$ cat config.mk
export PLATFORM = sky130hd
export DESIGN_NAME = systolic_feeder
export DESIGN_NICKNAME = d
export VERILOG_FILES = /design/src/rtl/systolic_feeder_pkg.sv /design/src/rtl/systolic_feeder_fifo.sv /design/src/rtl/systolic_feeder.sv
export SDC_FILE = /design/constraint.sdc
export NUM_CORES = 1
export LEC_CHECK = 0
export CAP_MARGIN = 40
export CORE_ASPECT_RATIO = 0.9
export CORE_UTILIZATION = 45
export DETAILED_ROUTE_END_ITERATION = 10
export DONT_BUFFER_PORTS = 1
export REMOVE_ABC_BUFFERS = 1
export SETUP_SLACK_MARGIN = 0.02
export SYNTH_ARGS = -nofsm -noshare
export SYNTH_HDL_FRONTEND = slang
export SYNTH_SLANG_ARGS = --single-unit
export TNS_END_PERCENT = 100
$ cat constraint.sdc
create_clock -name clk30x -period 13.4 [get_ports clk30x]
set_input_delay 2.68 -clock clk30x [delete_from_list [all_inputs] [get_ports clk30x]]
set_output_delay 2.68 -clock clk30x [all_outputs]
set_load 0.02 [all_outputs]
$ cat src/rtl/systolic_feeder_pkg.sv
// rtl/systolic_feeder_pkg.sv - shared widths, tap count and FSM state type for the systolic feeder
package systolic_pkg;
   localparam int WORDLENGTH_DEF = 16;
   localparam int TAPS           = 8;
   localparam int IDX_W          = 3;

   typedef enum logic {
      IDLE = 1'b0,
      RUN  = 1'b1
   } state_t;
endpackage

$ cat src/rtl/systolic_feeder_fifo.sv
// rtl/systolic_feeder_fifo.sv - pointer-based synchronous FIFO with occupancy, full and empty flags
module feeder_fifo #(
   parameter int WIDTH = 16,
   parameter int DEPTH = 8
) (
   input  logic                       clk,
   input  logic                       rst_n,
   input  logic                       push,
   input  logic [WIDTH-1:0]           din,
   input  logic                       pop,
   output logic [WIDTH-1:0]           dout,
   output logic [$clog2(DEPTH):0]     fill,
   output logic                       full,
   output logic                       empty
);
   localparam int AW = $clog2(DEPTH);

   logic [AW:0]      wr_q, wr_d;
   logic [AW:0]      rd_q, rd_d;
   logic [WIDTH-1:0] mem_q [DEPTH];
   logic             push_ok;
   logic             pop_ok;

   // Pointers carry one extra wrap bit so full and empty are distinguishable.
   assign fill    = wr_q - rd_q;
   assign full    = (fill == (AW+1)'(DEPTH));
   assign empty   = (wr_q == rd_q);
   assign push_ok = push && !full;
   assign pop_ok  = pop && !empty;
   assign dout    = mem_q[rd_q[AW-1:0]];

   always_comb begin
      wr_d = wr_q;
      rd_d = rd_q;
      if (push_ok) wr_d = wr_q + (AW+1)'(1);
      if (pop_ok)  rd_d = rd_q + (AW+1)'(1);
   end

   always_ff @(posedge clk or negedge rst_n) begin
      if (!rst_n) begin
         wr_q <= '0;
         rd_q <= '0;
      end else begin
         wr_q <= wr_d;
         rd_q <= rd_d;
      end
   end

   always_ff @(posedge clk) begin
      if (push_ok) mem_q[wr_q[AW-1:0]] <= din;
   end
endmodule

$ cat src/rtl/systolic_feeder.sv
// rtl/systolic_feeder.sv - paced word sequencer for the systolic PE chain
// SYSTOLIC_FEEDER_STALL_EN: stall on underrun instead of emitting a zero word.
module systolic_feeder
   import systolic_pkg::*;
#(
   parameter int WORDLENGTH = WORDLENGTH_DEF,
   parameter int DEPTH      = 8
) (
   input  logic                       clk30x,
   input  logic                       reset,
   input  logic                       enable,
   input  logic [31:0]                timing,
   input  logic [WORDLENGTH-1:0]      in_word,
   input  logic                       in_valid,
   output logic                       in_ready,
   output logic [WORDLENGTH-1:0]      outputword,
   output logic                       word_strobe,
   output logic [IDX_W-1:0]           wordIndex,
   output logic                       frame_start,
   output logic                       underrun,
   input  logic                       clr_underrun,
   output logic [$clog2(DEPTH):0]     fill
);
   state_t                state_q, state_d;
   logic [31:0]           count_q, count_d;
   logic [IDX_W-1:0]      idx_q, idx_d;
   logic [IDX_W-1:0]      nidx_q, nidx_d;
   logic [WORDLENGTH-1:0] out_q, out_d;
   logic                  strobe_q, strobe_d;
   logic                  frame_q, frame_d;
   logic                  underrun_q, underrun_d;

   logic                  full;
   logic                  empty;
   logic                  pop;
   logic [WORDLENGTH-1:0] head;

   feeder_fifo #(
      .WIDTH (WORDLENGTH),
      .DEPTH (DEPTH)
   ) u_fifo (
      .clk   (clk30x),
      .rst_n (reset),
      .push  (in_valid && in_ready),
      .din   (in_word),
      .pop   (pop),
      .dout  (head),
      .fill  (fill),
      .full  (full),
      .empty (empty)
   );

   assign in_ready    = !full;
   assign outputword  = out_q;
   assign word_strobe = strobe_q;
   assign wordIndex   = idx_q;
   assign frame_start = frame_q;
   assign underrun    = underrun_q;

   // nidx_q is the index the next fire will present, so RUN entry starts at 0.
   always_comb begin
      state_d    = state_q;
      count_d    = count_q;
      idx_d      = idx_q;
      nidx_d     = nidx_q;
      out_d      = out_q;
      strobe_d   = 1'b0;
      frame_d    = 1'b0;
      pop        = 1'b0;
      underrun_d = clr_underrun ? 1'b0 : underrun_q;

      case (state_q)
         IDLE: begin
            count_d = '0;
            if (enable) state_d = RUN;
         end
         RUN: begin
            if (!enable) begin
               state_d = IDLE;
               count_d = '0;
               idx_d   = '0;
               nidx_d  = '0;
            end else if (count_q >= timing) begin
               if (!empty) begin
                  pop      = 1'b1;
                  count_d  = '0;
                  out_d    = head;
                  strobe_d = 1'b1;
                  frame_d  = (nidx_q == '0);
                  idx_d    = nidx_q;
                  nidx_d   = nidx_q + IDX_W'(1);
               end else begin
                  underrun_d = 1'b1;
`ifdef SYSTOLIC_FEEDER_STALL_EN
                  count_d    = count_q;
`else
                  count_d    = '0;
                  out_d      = '0;
                  strobe_d   = 1'b1;
                  frame_d    = (nidx_q == '0);
                  idx_d      = nidx_q;
                  nidx_d     = nidx_q + IDX_W'(1);
`endif
               end
            end else begin
               count_d = count_q + 32'd1;
            end
         end
         default: state_d = IDLE;
      endcase
   end

   always_ff @(posedge clk30x or negedge reset) begin
      if (!reset) begin
         state_q    <= IDLE;
         count_q    <= '0;
         idx_q      <= '0;
         nidx_q     <= '0;
         out_q      <= '0;
         strobe_q   <= 1'b0;
         frame_q    <= 1'b0;
         underrun_q <= 1'b0;
      end else begin
         state_q    <= state_d;
         count_q    <= count_d;
         idx_q      <= idx_d;
         nidx_q     <= nidx_d;
         out_q      <= out_d;
         strobe_q   <= strobe_d;
         frame_q    <= frame_d;
         underrun_q <= underrun_d;
      end
   end
endmodule

Yosys cells after proc, flatten, opt, wreduce, memory -nomap -nowiden

Memories as Yosys holds them, arrays and structs flattened.
Cells that the tools add are included.
Widths: inputs -> output; s select.

Add/sub/neg operators: 5
Order comparisons: 1
Eq/ne operators: 3
Multiplexer cells: 26
Bitwise gates (word level): 1
Reductions and logical operators: 8

Operators by type and width:

| operator              | count |
|---|---|
| $mux 32               | 2 |
| $pmux 32 s2           | 1 |
| $add 32x1->32 const B | 1 |
| $ge 32x32->1          | 1 |
| $mux 1                | 18 |
| $mux 16               | 1 |
| $mux 3                | 4 |
| $add 4x1->4 const B   | 2 |
| $eq 4x4->1            | 1 |
| $eq 4x4->1 const B    | 1 |
| $sub 4x4->4           | 1 |
| $add 3x1->3 const B   | 1 |
| $logic_and 1x1->1     | 3 |
| $logic_not 3->1       | 1 |
| $reduce_and 3->1      | 1 |
| $logic_not 1->1       | 2 |
| $ne 2x1->1 const B    | 1 |
| $reduce_and 2->1      | 1 |
| $not 1->1             | 1 |

Bits in registers: 66
Memory bits (writable): 128
Output and inout bits: 27
Logic and storage cells: 55
Memories: 1

Memory list:

| name         | depth | width | rd ports | clocked after Yosys merged registers in | write ports | RTL line                   | text |
|---|---|---|---|---|---|---|---|
| u_fifo.mem_q | 8     | 16    | 1        | 0                                       | 1           | systolic_feeder_fifo.sv:20 | `logic [WIDTH-1:0] mem_q [DEPTH];` |

Logic depth before layout (Yosys ltp)

Depth in word-level cells: 7
Mapped depth: 10
Depth with buffers taken out: 9

By module

From an unflattened synthesis, not the netlist that was laid out.

Cells, all modules: 652
Area, all modules: 9051.2 µm²

By module, submodules not included:

| module          | times used | cells an instance | area each (µm²) | seq. area each (µm²) |
|---|---|---|---|---|
| feeder_fifo     | 1          | 281               | 5429.0          | 4043.9 |
| systolic_feeder | 1          | 371               | 3622.2          | 1451.4 |

Least setup slack after synthesis

Ideal clock, no wire load.

Path kind: input-to-reg
Start point: input in_valid
End point: memory u_fifo.mem_q[4][0] (enable)
Arrival: 4623 ps
Path slack: 8340 ps
Cell stages on the path: 2
Buffers on the path: 0
Path through: o31ai_2 nor4b_1

Longest elaborated chain between the ends: 4

RTL lines:

| element                      | RTL line                   | text |
|---|---|---|
| from (decl)                  | systolic_feeder.sv:14      | `input logic in_valid,` |
| $logic_and 1x1->1            | systolic_feeder.sv:44      | `.push (in_valid && in_ready),` |
| $logic_and 1x1->1            | systolic_feeder_fifo.sv:28 | `assign push_ok = push && !full;` |
| $mux 1                       | systolic_feeder_fifo.sv:50 | `if (push_ok) mem_q[wr_q[AW-1:0]] <= din;` |
| $mux 1 (implied by the code) | systolic_feeder_fifo.sv:50 |  |
| to (decl)                    | systolic_feeder_fifo.sv:20 |  |

Every way passes these cells.

Worst setup path after layout

Start point: register u_fifo.rd_q[2]
End point: output in_ready

Longest elaborated chain between the ends: 3

RTL lines:

| element                | RTL line                   | text |
|---|---|---|
| from (decl)            | systolic_feeder_fifo.sv:19 | `logic [AW:0] rd_q, rd_d;` |
| from (signal assigned) | systolic_feeder_fifo.sv:45 | `rd_q <= rd_d;` |
| $sub 4x4->4            | systolic_feeder_fifo.sv:25 | `assign fill = wr_q - rd_q;` |
| $eq 4x4->1             | systolic_feeder_fifo.sv:26 | `assign full = (fill == (AW+1)'(DEPTH));` |
| $logic_not 1->1        | systolic_feeder.sv:53      | `assign in_ready = !full;` |
| to (decl)              | systolic_feeder.sv:15      | `output logic in_ready,` |

Every way passes these cells.

==> results by group <==
Outcome
  – Status: finished clean

Synth
  – Synth Flop Type: edfxtp_1
  – Cells after synthesis: 612
  – Avg Cell Area, Syn: around 14 µm²
  – Top cells by area, synth: edfxtp_1, dfrtp_1, mux4_2, ha_1, mux2_4
  – Cell variety after synth: 53
  – Synth Register Bits: about 190
  – Post-synthesis mux area share: approximately 11%
  – Yosys top cell area share: between 40% and 50%
  – Synthesis warning total: 0
  – Asr flop ratio synth: about 34%
  – Post-synthesis simple-gate area fraction: a little under a tenth
  – Mapped Area: slightly below 9000 µm²
  – Post-Synth XOR/XNOR Area: 3.76%
  – EDFF count, synth: around 130
  – Post-synthesis sequential area ratio: 62.0%
  – Yosys top cell by area: edfxtp_1
  – Adder-Cell Fraction of Synth Area: between 5 and 6%
  – Compound-Gate Fraction of Synth Area: under 10%
  – Largest family of logic cells by synthesized area: multiplexers

Routing
  – Vias/cell: around 5.5
  – First-pass DRT Iterations: 4
  – Routed length per instance: about 19 µm
  – Drc violations: 0
  – Final ANT Viol Nets: 0
  – Vias: 4,842
  – Initial DRC count: 247
  – Final WL: roughly 17 mm

STA
  – Slew of the pin with the lowest slew margin: roughly 0.85 ns
  – Setup_tns: 0 ns
  – Final setup vio count: 0
  – Pins Over Slew Limit: 0
  – FMAX: about 160 MHz
  – Hold Vio Cnt, Final: 0
  – Clock period minus worst slack: 6.30 ns
  – Max-slew headroom: 43.2%
  – RSZ-0062 raised after global routing: no
  – Final Cycle Share: a little under half
  – Clk_skew: roughly 0.014 ns

Power
  – Peak supply drop: just over 0.00009 V
  – Power consumption: between 1000 and 1500 µW
  – Sequential share of power: between 50% and 60%
  – Clock power frac: 36.0%
  – Net Sw Frac: between 20% and 30%
  – Power density over the cells: approximately 140 nW/µm²
  – Switching pwr: about 380 µW
  – Internal: 1030 µW
  – Static Leakage: roughly 0.0038 µW
  – Comb pwr share: about an eighth

Floorplan
  – Die W: roughly 150 µm
  – Core Footprint: 19,200 µm²
  – Boundary Pins: 80
  – Std-Cell Rows: 48
  – Die height: around 140 µm
  – Initial Utilization: between 40% and 50%
  – Die ar.: just over 20,000 µm²

Critical path
  – CP delay by family, top: flip-flops
  – Slowest cell on the critical path: dfrtp_1
  – Critical path, cell by cell: clkinv_1, ha_1, o21ai_0, and3_1, or3_1
  – Worst Path Required: about 11 ns
  – Worst path bufs/invs: 1
  – Setup CP Type: flop to output port
  – Crit path DAT: ~3.6 ns
  – Setup crit end kind: output port
  – CP max FO: 19
  – CP startpoint kind: flop
  – Crit-path max cell delay: approximately 0.90 ns

Clock tree
  – Clock tree sinks: between 150 and 200
  – Clk slew on worst S/H paths: around 0.070 ns
  – CTS H-tree depth: 4
  – Clk Latency, worst-skew pair: approximately 0.43 ns
  – CTS tree: yes
  – Post-CTS Setup Bufs: 0
  – Worst-case clock buffer depth: 2
  – Post-CTS Hold Buffers: 0
  – CTS Buf Count: 17
  – CTS resizes: 0
  – Root Driver: clkbuf_16

Layout
  – Layout cells sized above 1: 19.6%
  – Ant. Diodes: 0
  – FILL cells: around 1,600
  – Final non-filler cell total: 887
  – Most frequent cells in the layout: edfxtp_1, dfrtp_1, nand2_1
  – Area delta synth->final: 10.8%
  – Most common cell after layout, fill and taps aside: edfxtp_1
  – Nets@finish: ~720
  – Design Area, Final: between 9000 and 10,000 µm²

Global route
  – Global route overflow: 0
  – Antenna violations before repair: 0
  – Global-route wire length before repair: approximately 27 mm
  – Vias in the first global route: 5,026
  – Largest net degree at the start of global routing: 67
  – GRT Overall Usage: approximately 18%

Job
  – MaxCap Viol Count: 0

Hold path
  – HP Class: flop to flop

Place
  – Port bufs: 0
  – Final HPWL DP: ~11 mm
  – Placed Area: 9230 µm²
  – Placed Instances: approximately 860
  – Placer Congestion: around 0.81
## per-stage QoR
step | setup slack (ns) | util (%) | hold WS [ns]
CTS | 7.08 | 51.1 | 0.506
global route | 6.96 | 51.1 | 0.517
detailed placement | 7.56 | 48.0 | 0.485
finish | 7.10 | 51.1 | 0.501
global placement | 7.67 | 47.8 | 0.475
floorplan | 8.00 | - | 0.461
## metal layers
metal,wire [µm],global-route usage (%),share of wire (%)
met1,7170,22.7,41
met2,8920,31.6,52
met3,1080,5.24,6.2
met4,125,5.22,0.72
met5,0,0,0
## logic make-up after synthesis
logic type,Yosys count
AOI/OAI and AO/OA,56
muxes,51
xor gates and xnor gates,38
and+or+nand+nor,164
adders and majority gates,41
buffers and inverters,68
DFF,194
## flip-flops by register name, summed over array words and instances (netlist names)
register and flops:
wordIndex 3, state_q 1, outputword 16, nidx_q 3, u_fifo.mem_q 128, count_q 32
u_fifo.rd_q 4, word_strobe 1, frame_start 1, u_fifo.wr_q 4, underrun 1
## cells in the mapped netlist, types with 18 or more instances
cell / count
ha_1: 40
nand2_1: 53
inv_1: 45
mux4_2: 32
a21oi_1: 25
nand3_1: 18
edfxtp_1: 128
dfrtp_1: 66
xor2_1: 18
nor2_1: 27
xnor2_1: 20
## power groups by stage
stage / combinational (µW) / clock (µW) / sequential, µW
after floorplan: 107 / 0 / 739
after global placement: 159 / 0 / 744
after detailed placement: 170 / 0 / 748
after CTS: 170 / 519 / 736
after global routing: 181 / 545 / 741
final: 166 / 507 / 735
## final timing paths
path / start / to / slack [ns] / depth (start not counted)
min in group asynchronous: reset / count_q[8]$_DFF_PN0_ / 1.95 / 0
min reg2reg: u_fifo.rd_q[3]$_DFFE_PN0P_ / u_fifo.rd_q[3]$_DFFE_PN0P_ / 0.50 / 1
max reg2reg: u_fifo.rd_q[2]$_DFFE_PN0P_ / u_fifo.mem_q[7][11]$_DFFE_PP_ / 9.19 / 8
min: u_fifo.rd_q[3]$_DFFE_PN0P_ / u_fifo.rd_q[3]$_DFFE_PN0P_ / 0.50 / 1
max: u_fifo.rd_q[2]$_DFFE_PN0P_ / in_ready / 7.10 / 5
max in group asynchronous: reset / count_q[19]$_DFF_PN0_ / 11.34 / 0
## cell type report
type	count	area, µm²	share of cell area [%]
timing repair buffer	14	120	1.22
clock inverter	14	156	1.59
multi-input combinational	350	3130	31.8
inverter	47	176	1.80
sequential	194	5500	56.0
tap	250	313	3.19
clock buffer	18	429	4.37
No activity file was read; power rests on OpenSTA's default activity.
